===== src/rtl/board_mem.sv =====
// board_mem: 10x20 Tetris occupancy store with probe/VGA read ports,
// a single-cell write port and a line-clear engine that removes full rows.
module board_mem #(
    parameter int COLS = 10,
    parameter int ROWS = 20
) (
    input  logic       CLOCK_50,
    input  logic       resetn,
    input  logic [3:0] board_rx,
    input  logic [4:0] board_ry,
    output logic       board_rdata,
    input  logic       board_we,
    input  logic [3:0] board_wx,
    input  logic [4:0] board_wy,
    input  logic       board_wdata,
    input  logic [3:0] vga_rx,
    input  logic [4:0] vga_ry,
    output logic       vga_rdata,
    input  logic       clear_start,
    output logic       clear_busy,
    output logic       clear_done,
    output logic [4:0] lines_cleared
);

    localparam logic [3:0] COLS_L = 4'(COLS);
    localparam logic [4:0] ROWS_L = 5'(ROWS);
    localparam logic [4:0] LAST_ROW = 5'(ROWS - 1);

    typedef enum logic [1:0] {IDLE, SCAN, SHIFT, DONE} state_t;

    typedef struct packed {
        logic       we;
        logic [3:0] x;
        logic [4:0] y;
        logic       d;
    } wr_req_t;

    logic [COLS-1:0] rows_q [ROWS];
    state_t          state, state_nxt;
    logic [4:0]      scan_row;
    logic [4:0]      counter;
    logic [4:0]      lines_q;
    wr_req_t         wr;
    logic            wr_ok;
    logic            row_full;
    logic            in_full;
    logic [COLS-1:0] in_row;

    assign wr    = '{we: board_we, x: board_wx, y: board_wy, d: board_wdata};
    assign wr_ok = wr.we && (state == IDLE) && (wr.x < COLS_L) && (wr.y < ROWS_L);

    // Probe port: walls/floor read as occupied so collision checks need no bounds logic
    always_comb begin
        board_rdata = 1'b1;
        if ((board_rx < COLS_L) && (board_ry < ROWS_L))
            board_rdata = rows_q[board_ry][board_rx];
    end

    // Renderer port: off-board reads as empty
    always_comb begin
        vga_rdata = 1'b0;
        if ((vga_rx < COLS_L) && (vga_ry < ROWS_L))
            vga_rdata = rows_q[vga_ry][vga_rx];
    end

    // Row under test and the row that a shift drops into scan_row
    always_comb begin
        row_full = &rows_q[scan_row];
        in_row   = '0;
        if (scan_row != 5'd0)
            in_row = rows_q[scan_row - 5'd1];
        in_full  = &in_row;
    end

    // The SHIFT cycle also judges the row it is pulling into scan_row, so a full
    // row arriving keeps shifting without spending a separate SCAN cycle on it
    always_comb begin
        state_nxt = state;
        case (state)
            IDLE:    if (clear_start) state_nxt = SCAN;
            SCAN: begin
                if (row_full)              state_nxt = SHIFT;
                else if (scan_row == 5'd0) state_nxt = DONE;
            end
            SHIFT: begin
                if (in_full)               state_nxt = SHIFT;
                else if (scan_row == 5'd0) state_nxt = DONE;
                else                       state_nxt = SCAN;
            end
            DONE:    state_nxt = IDLE;
            default: state_nxt = IDLE;
        endcase
    end

    // State register
    always_ff @(posedge CLOCK_50 or negedge resetn) begin
        if (!resetn) state <= IDLE;
        else         state <= state_nxt;
    end

    // Scan pointer, cleared-row counter and the held result
    always_ff @(posedge CLOCK_50 or negedge resetn) begin
        if (!resetn) begin
            scan_row <= LAST_ROW;
            counter  <= 5'd0;
            lines_q  <= 5'd0;
        end else begin
            case (state)
                IDLE: if (clear_start) begin
                    scan_row <= LAST_ROW;
                    counter  <= 5'd0;
                end
                SCAN:  if (!row_full && scan_row != 5'd0) scan_row <= scan_row - 5'd1;
                SHIFT: begin
                    counter <= counter + 5'd1;
                    if (!in_full && scan_row != 5'd0) scan_row <= scan_row - 5'd1;
                end
                DONE:  lines_q <= counter;
                default: ;
            endcase
        end
    end

    // Cell storage: single-cell writes in IDLE, whole-board shift during a clear
    always_ff @(posedge CLOCK_50 or negedge resetn) begin
        if (!resetn) begin
            for (int k = 0; k < ROWS; k++) rows_q[k] <= '0;
        end else if (state == SHIFT) begin
            for (int k = 1; k < ROWS; k++)
                if (5'(k) <= scan_row) rows_q[k] <= rows_q[k-1];
            rows_q[0] <= '0;
        end else if (wr_ok) begin
            rows_q[wr.y][wr.x] <= wr.d;
        end
    end

    assign clear_busy    = (state != IDLE);
    assign clear_done    = (state == DONE);
    assign lines_cleared = (state == DONE) ? counter : lines_q;

endmodule


===== config.mk =====
export PLATFORM = sky130hd
export DESIGN_NAME = board_mem
export DESIGN_NICKNAME = d
export VERILOG_FILES = /design/src/rtl/board_mem.sv
export SDC_FILE = /design/constraint.sdc
export NUM_CORES = 1
export LEC_CHECK = 0
export BUFFER_PORTS_ARGS = -buffer_cell sky130_fd_sc_hd__buf_2
export CORE_MARGIN = 2
export CORE_UTILIZATION = 50
export CTS_BUF_LIST = sky130_fd_sc_hd__clkbuf_4 sky130_fd_sc_hd__clkbuf_8
export DETAILED_ROUTE_END_ITERATION = 16
export HOLD_SLACK_MARGIN = 0.05
export PLACE_DENSITY = 0.74
export SLEW_MARGIN = 20
export SYNTH_ARGS = -nofsm -noshare
export SYNTH_HDL_FRONTEND = slang
export SYNTH_SLANG_ARGS = --single-unit

===== constraint.sdc =====
create_clock -name CLOCK_50 -period 3.47 [get_ports CLOCK_50]
set_input_delay 0.5205 -clock CLOCK_50 [delete_from_list [all_inputs] [get_ports CLOCK_50]]
set_output_delay 0.5205 -clock CLOCK_50 [all_outputs]
set_load 0.03 [all_outputs]

==> impl_summary.txt <==
----------------------------------------------------
[STA]
  Final count of pins violating max slew ... 0
  Slew margin rel. ... 21.1%
  Final worst-path cycle share ... 100%
  Final Critical Period ... 3.47 ns
  Peak clock frequency supported by timing ... 288 MHz
  Final hold violation count ... 0
  Setup ws final ... -0.00219 ns
  Clock Skew ... 0.0322 ns
  Number of failing setup endpoints in the final timing report ... 1
  RSZ-0062 raised after global routing ... true
  Pin slew with the least headroom to its limit ... 1.18 ns
  Sum Neg Setup Slack ... -0.00219 ns

[Logic synthesis]
  Largest family of logic cells by synthesized area ... compound AO/OA/AOI/OAI gates
  Xor/xnor share of the synthesized area ... 0.146%
  Area share of the largest cell type after synthesis ... 29.7%
  Synthesized area ... 18000 um^2
  Flip-flop and latch count after synthesis ... 217
  Yosys warning count ... 0
  Share of synthesized area spent on multiplexers ... 23.0%
  Post-synthesis adder-cell area fraction ... 0.764%
  Largest area contributor in the synthesized netlist ... sky130_fd_sc_hd__dfrtp_1
  Post-Synthesis Mean Instance Area ... 8.85 um^2
  Simple-Gate Fraction of Synth Area ... 17.1%
  Synth Net Count ... 2078
  Portion of the post-synthesis area used by sequential elements ... 30.2%
  Synth top area cells ... sky130_fd_sc_hd__dfrtp_1 (30%), sky130_fd_sc_hd__mux4_2 (20%), sky130_fd_sc_hd__a21oi_1 (9.0%)
  Complex-gate fraction of the synthesized area ... 24.3%
  Synthesized instance count ... 2035
  Share of synthesized flip-flops with an asynchronous set or reset ... 100%
  Most common flop cell mapped by yosys ... sky130_fd_sc_hd__dfrtp_1
  Count of unique library cells instantiated by Yosys ... 83
  EDFF count, synth ... 0

[Pwr]
  Leakage Power ... 7.90 nW
  Comb pwr share ... 54.2%
  Worst supply voltage drop on vdd ... 0.916 mV
  Psw ... 0.00846 W
  Sequential cell fraction of total power ... 29.3%
  Switching fraction of total power ... 48.7%
  Clk network pwr share ... 16.5%
  Internal Dissipation ... 0.00890 W
  Pwr dens ... 832 nW/um^2

[Floorplan]
  Initial cell density of the core ... 50.8%
  Number of core rows ... 69
  Ports ... 41
  Die area ... 37600 um^2
  Die height ... 194 um
  Die boundary width ... 194 um
  Core Box Area ... 35500 um^2

[Global route]
  Largest net degree at the start of global routing ... 105
  Gr ovfl total ... 0
  GR Util All Layers ... 49.7%
  Number of global-route vias before repair ... 18.8k
  Global-route wire length before repair ... 135 mm
  Antenna violations before repair ... 4

[Finish]
  Finished Layout Cells ... 2636
  Final design utilization ... 58.8%
  Fill cells ... 3085
  Commonest cells after routing, fill and taps aside ... sky130_fd_sc_hd__a21oi_1 (323), sky130_fd_sc_hd__nor2_1 (284), sky130_fd_sc_hd__nand2_1 (187)
  Area delta synth->final ... 15.8%
  Multi-input gate area ... 11900 um^2
  Sequential Area ... 5500 um^2
  Final net count ... 2186
  Fraction of final layout cells with drive strength greater than 1 ... 26.1%
  Area of all placed cells without fillers ... 20900 um^2
  Most frequent standard cell in the layout excluding fill and tap cells ... sky130_fd_sc_hd__a21oi_1

[Placement]
  Global placement routability congestion ... 1.12
  Port Buffers ... 40
  Placed wire-length estimate ... 68.7 mm
  Area after DPL ... 19700 um^2
  Worst slack, placed ... -0.00216 ns
  Post-placement cell count ... 2548

[Critical path]
  Chain of cells forming the critical path ... buf_6 > mux4_2 > mux4_2 > nor2b_4 > a211o_1 > o2111ai_2 > nand3_1 > buf_6
  Largest stage delay on the critical path ... 0.55 ns
  Kind of critical path ... reg -> out
  Kind of capture point of the worst setup path ... output pin
  Worst-path cell with the longest stage delay ... sky130_fd_sc_hd__mux4_2
  Worst setup SP type ... flip-flop
  Worst Path Arrival ... 2.95 ns
  Req. time, crit path ... 2.95 ns
  Critical path peak fanout ... 2

[Outcome]
  Violations in the final reports ... setup timing
  Outcome ... finished with violations

[Drt]
  Number of nets with antenna violations after detailed routing ... 0
  Count of routing violations after the opening detailed-route iteration ... 3453
  Wire length per cell after detailed routing ... 35.9 um
  Remaining routing DRC violations ... 0
  Vias post-DR ... 20.4k
  Avg Vias per Cell ... 7.74
  Post-detailed-routing wire length ... 94.7 mm
  Iteration count of the initial detailed-routing pass ... 9

[Clocking]
  Number of levels in the clock H-tree ... 2
  Clock tree from TritonCTS ... done
  Clock transition time at the flip-flop clock pins of the worst setup and hold paths ... 0.06 ns
  CTS max path bufs ... 3
  Clock Latency Late Sink ... 0.63 ns
  # clock sinks ... 217
  Total CTS buffers ... 41
  Buffer cell driving the clock tree root ... sky130_fd_sc_hd__clkbuf_8

[Min path]
  Path class of the lowest-slack min-delay path ... in -> reg

[Flow run]
  Maximum capacitance violations ... 0

----------------------------------------------------
routing by layer:
layer | part of all wire [%] | global-route usage [%] | up-vias
li1 | - | - | 8123
met3 | 16 | 20.6 | 431
met4 | 7.1 | 28.7 | 8
met2 | 41 | 69.7 | 1924
met1 | 35 | 64.6 | 9911
met5 | 0.097 | 0 | -
cells by family (layout without fill, tap and decap cells):
kind of cell	Yosys count	count (layout)
other cells	0	8
simple gates	691	691
buf+inv	186	318
mux	211	211
compound gates	716	716
flops	217	217
fa+ha+maj	11	11
xor+xnor	3	3
flip-flops by register name, summed over array words and instances (netlist names):
register and flops:
counter 5, lines_q 5, rows_q 200, scan_row 5, state 2
power groups by stage:
stage                     Combinational (W)  Clock [W]  Sequential, W
final                               0.00941    0.00287        0.00508
after global routing                0.00987    0.00295        0.00500
after CTS                           0.00898    0.00285        0.00486
after detailed placement            0.00884          0        0.00489
after global placement              0.00871          0        0.00491
after floorplan                     0.00589          0        0.00409
what timing repair did:
item / CTS / global route
hold endpoints to repair: 81 / 0
resized for setup: 45 / 23
hold buffers: 1 / 0
buffers inserted: 9 / 3
endpoints found under the setup margin: 2 / 7
pin swaps: 1 / 7
critical path: cells and delay by family, from the launching register on:
family	cells	cell delay, ns
flip-flops	1	0.41
buffers and inverters	2	0.30
AND/OR/NAND/NOR	2	0.29
AO/OA/AOI/OAI	2	0.33
multiplexers	2	1.01
stage by stage:
step / hold slack, ns / total power [W]
after floorplan: 0.225 / 0.00997
after global routing: 0.339 / 0.0178
after CTS: 0.283 / 0.0167
after detailed placement: 0.490 / 0.0137
after global placement: 0.479 / 0.0136
final: 0.298 / 0.0174
final cells by class:
cell class                 count  area share, %
inverter                      11          0.210
clock buffer                  61           3.70
antenna                        8         0.0960
tap                          461           2.77
multi-input combinational   1632           57.1
timing repair buffer         240           9.27
clock inverter                 6          0.528
sequential                   217           26.4
cells in the mapped netlist (all sizes together), types with 5 or more instances:
| cell type | number |
|---|---|
| a21oi | 324 |
| nor2b | 17 |
| mux2 | 12 |
| clkbuf | 116 |
| nand3 | 65 |
| ha | 11 |
| and3 | 17 |
| dfrtp | 214 |
| a31oi | 23 |
| nand2b | 12 |
| o31a | 5 |
| o22ai | 96 |
| nor2 | 289 |
| inv | 11 |
| a221oi | 5 |
| o21ai | 107 |
| o221ai | 8 |
| o221a | 6 |
| mux4 | 160 |
| o211ai | 5 |
| or3 | 5 |
| buf | 59 |
| a221o | 37 |
| a32oi | 23 |
| a211oi | 11 |
| mux2i | 39 |
| a22oi | 29 |
| nand2 | 187 |
| nor3 | 33 |
| nand4 | 34 |
worst paths after layout:
kind,start,to,slack [ns],depth (start not counted)
max,rows_q[185]$_DFFE_PN0P_,board_rdata,-0.002,8
min,clear_start,counter[2]$_DFFE_PN0P_,0.30,3
max reg2reg,scan_row[0]$_DFFE_PN1P_,scan_row[1]$_DFFE_PN1P_,0.07,9
min reg2reg,lines_q[0]$_DFF_PN0_,lines_q[0]$_DFF_PN0_,0.50,1
max in group asynchronous,resetn,rows_q[134]$_DFFE_PN0P_,2.08,3
min in group asynchronous,resetn,rows_q[186]$_DFFE_PN0P_,0.54,2
(Power assumes the default switching activity.)
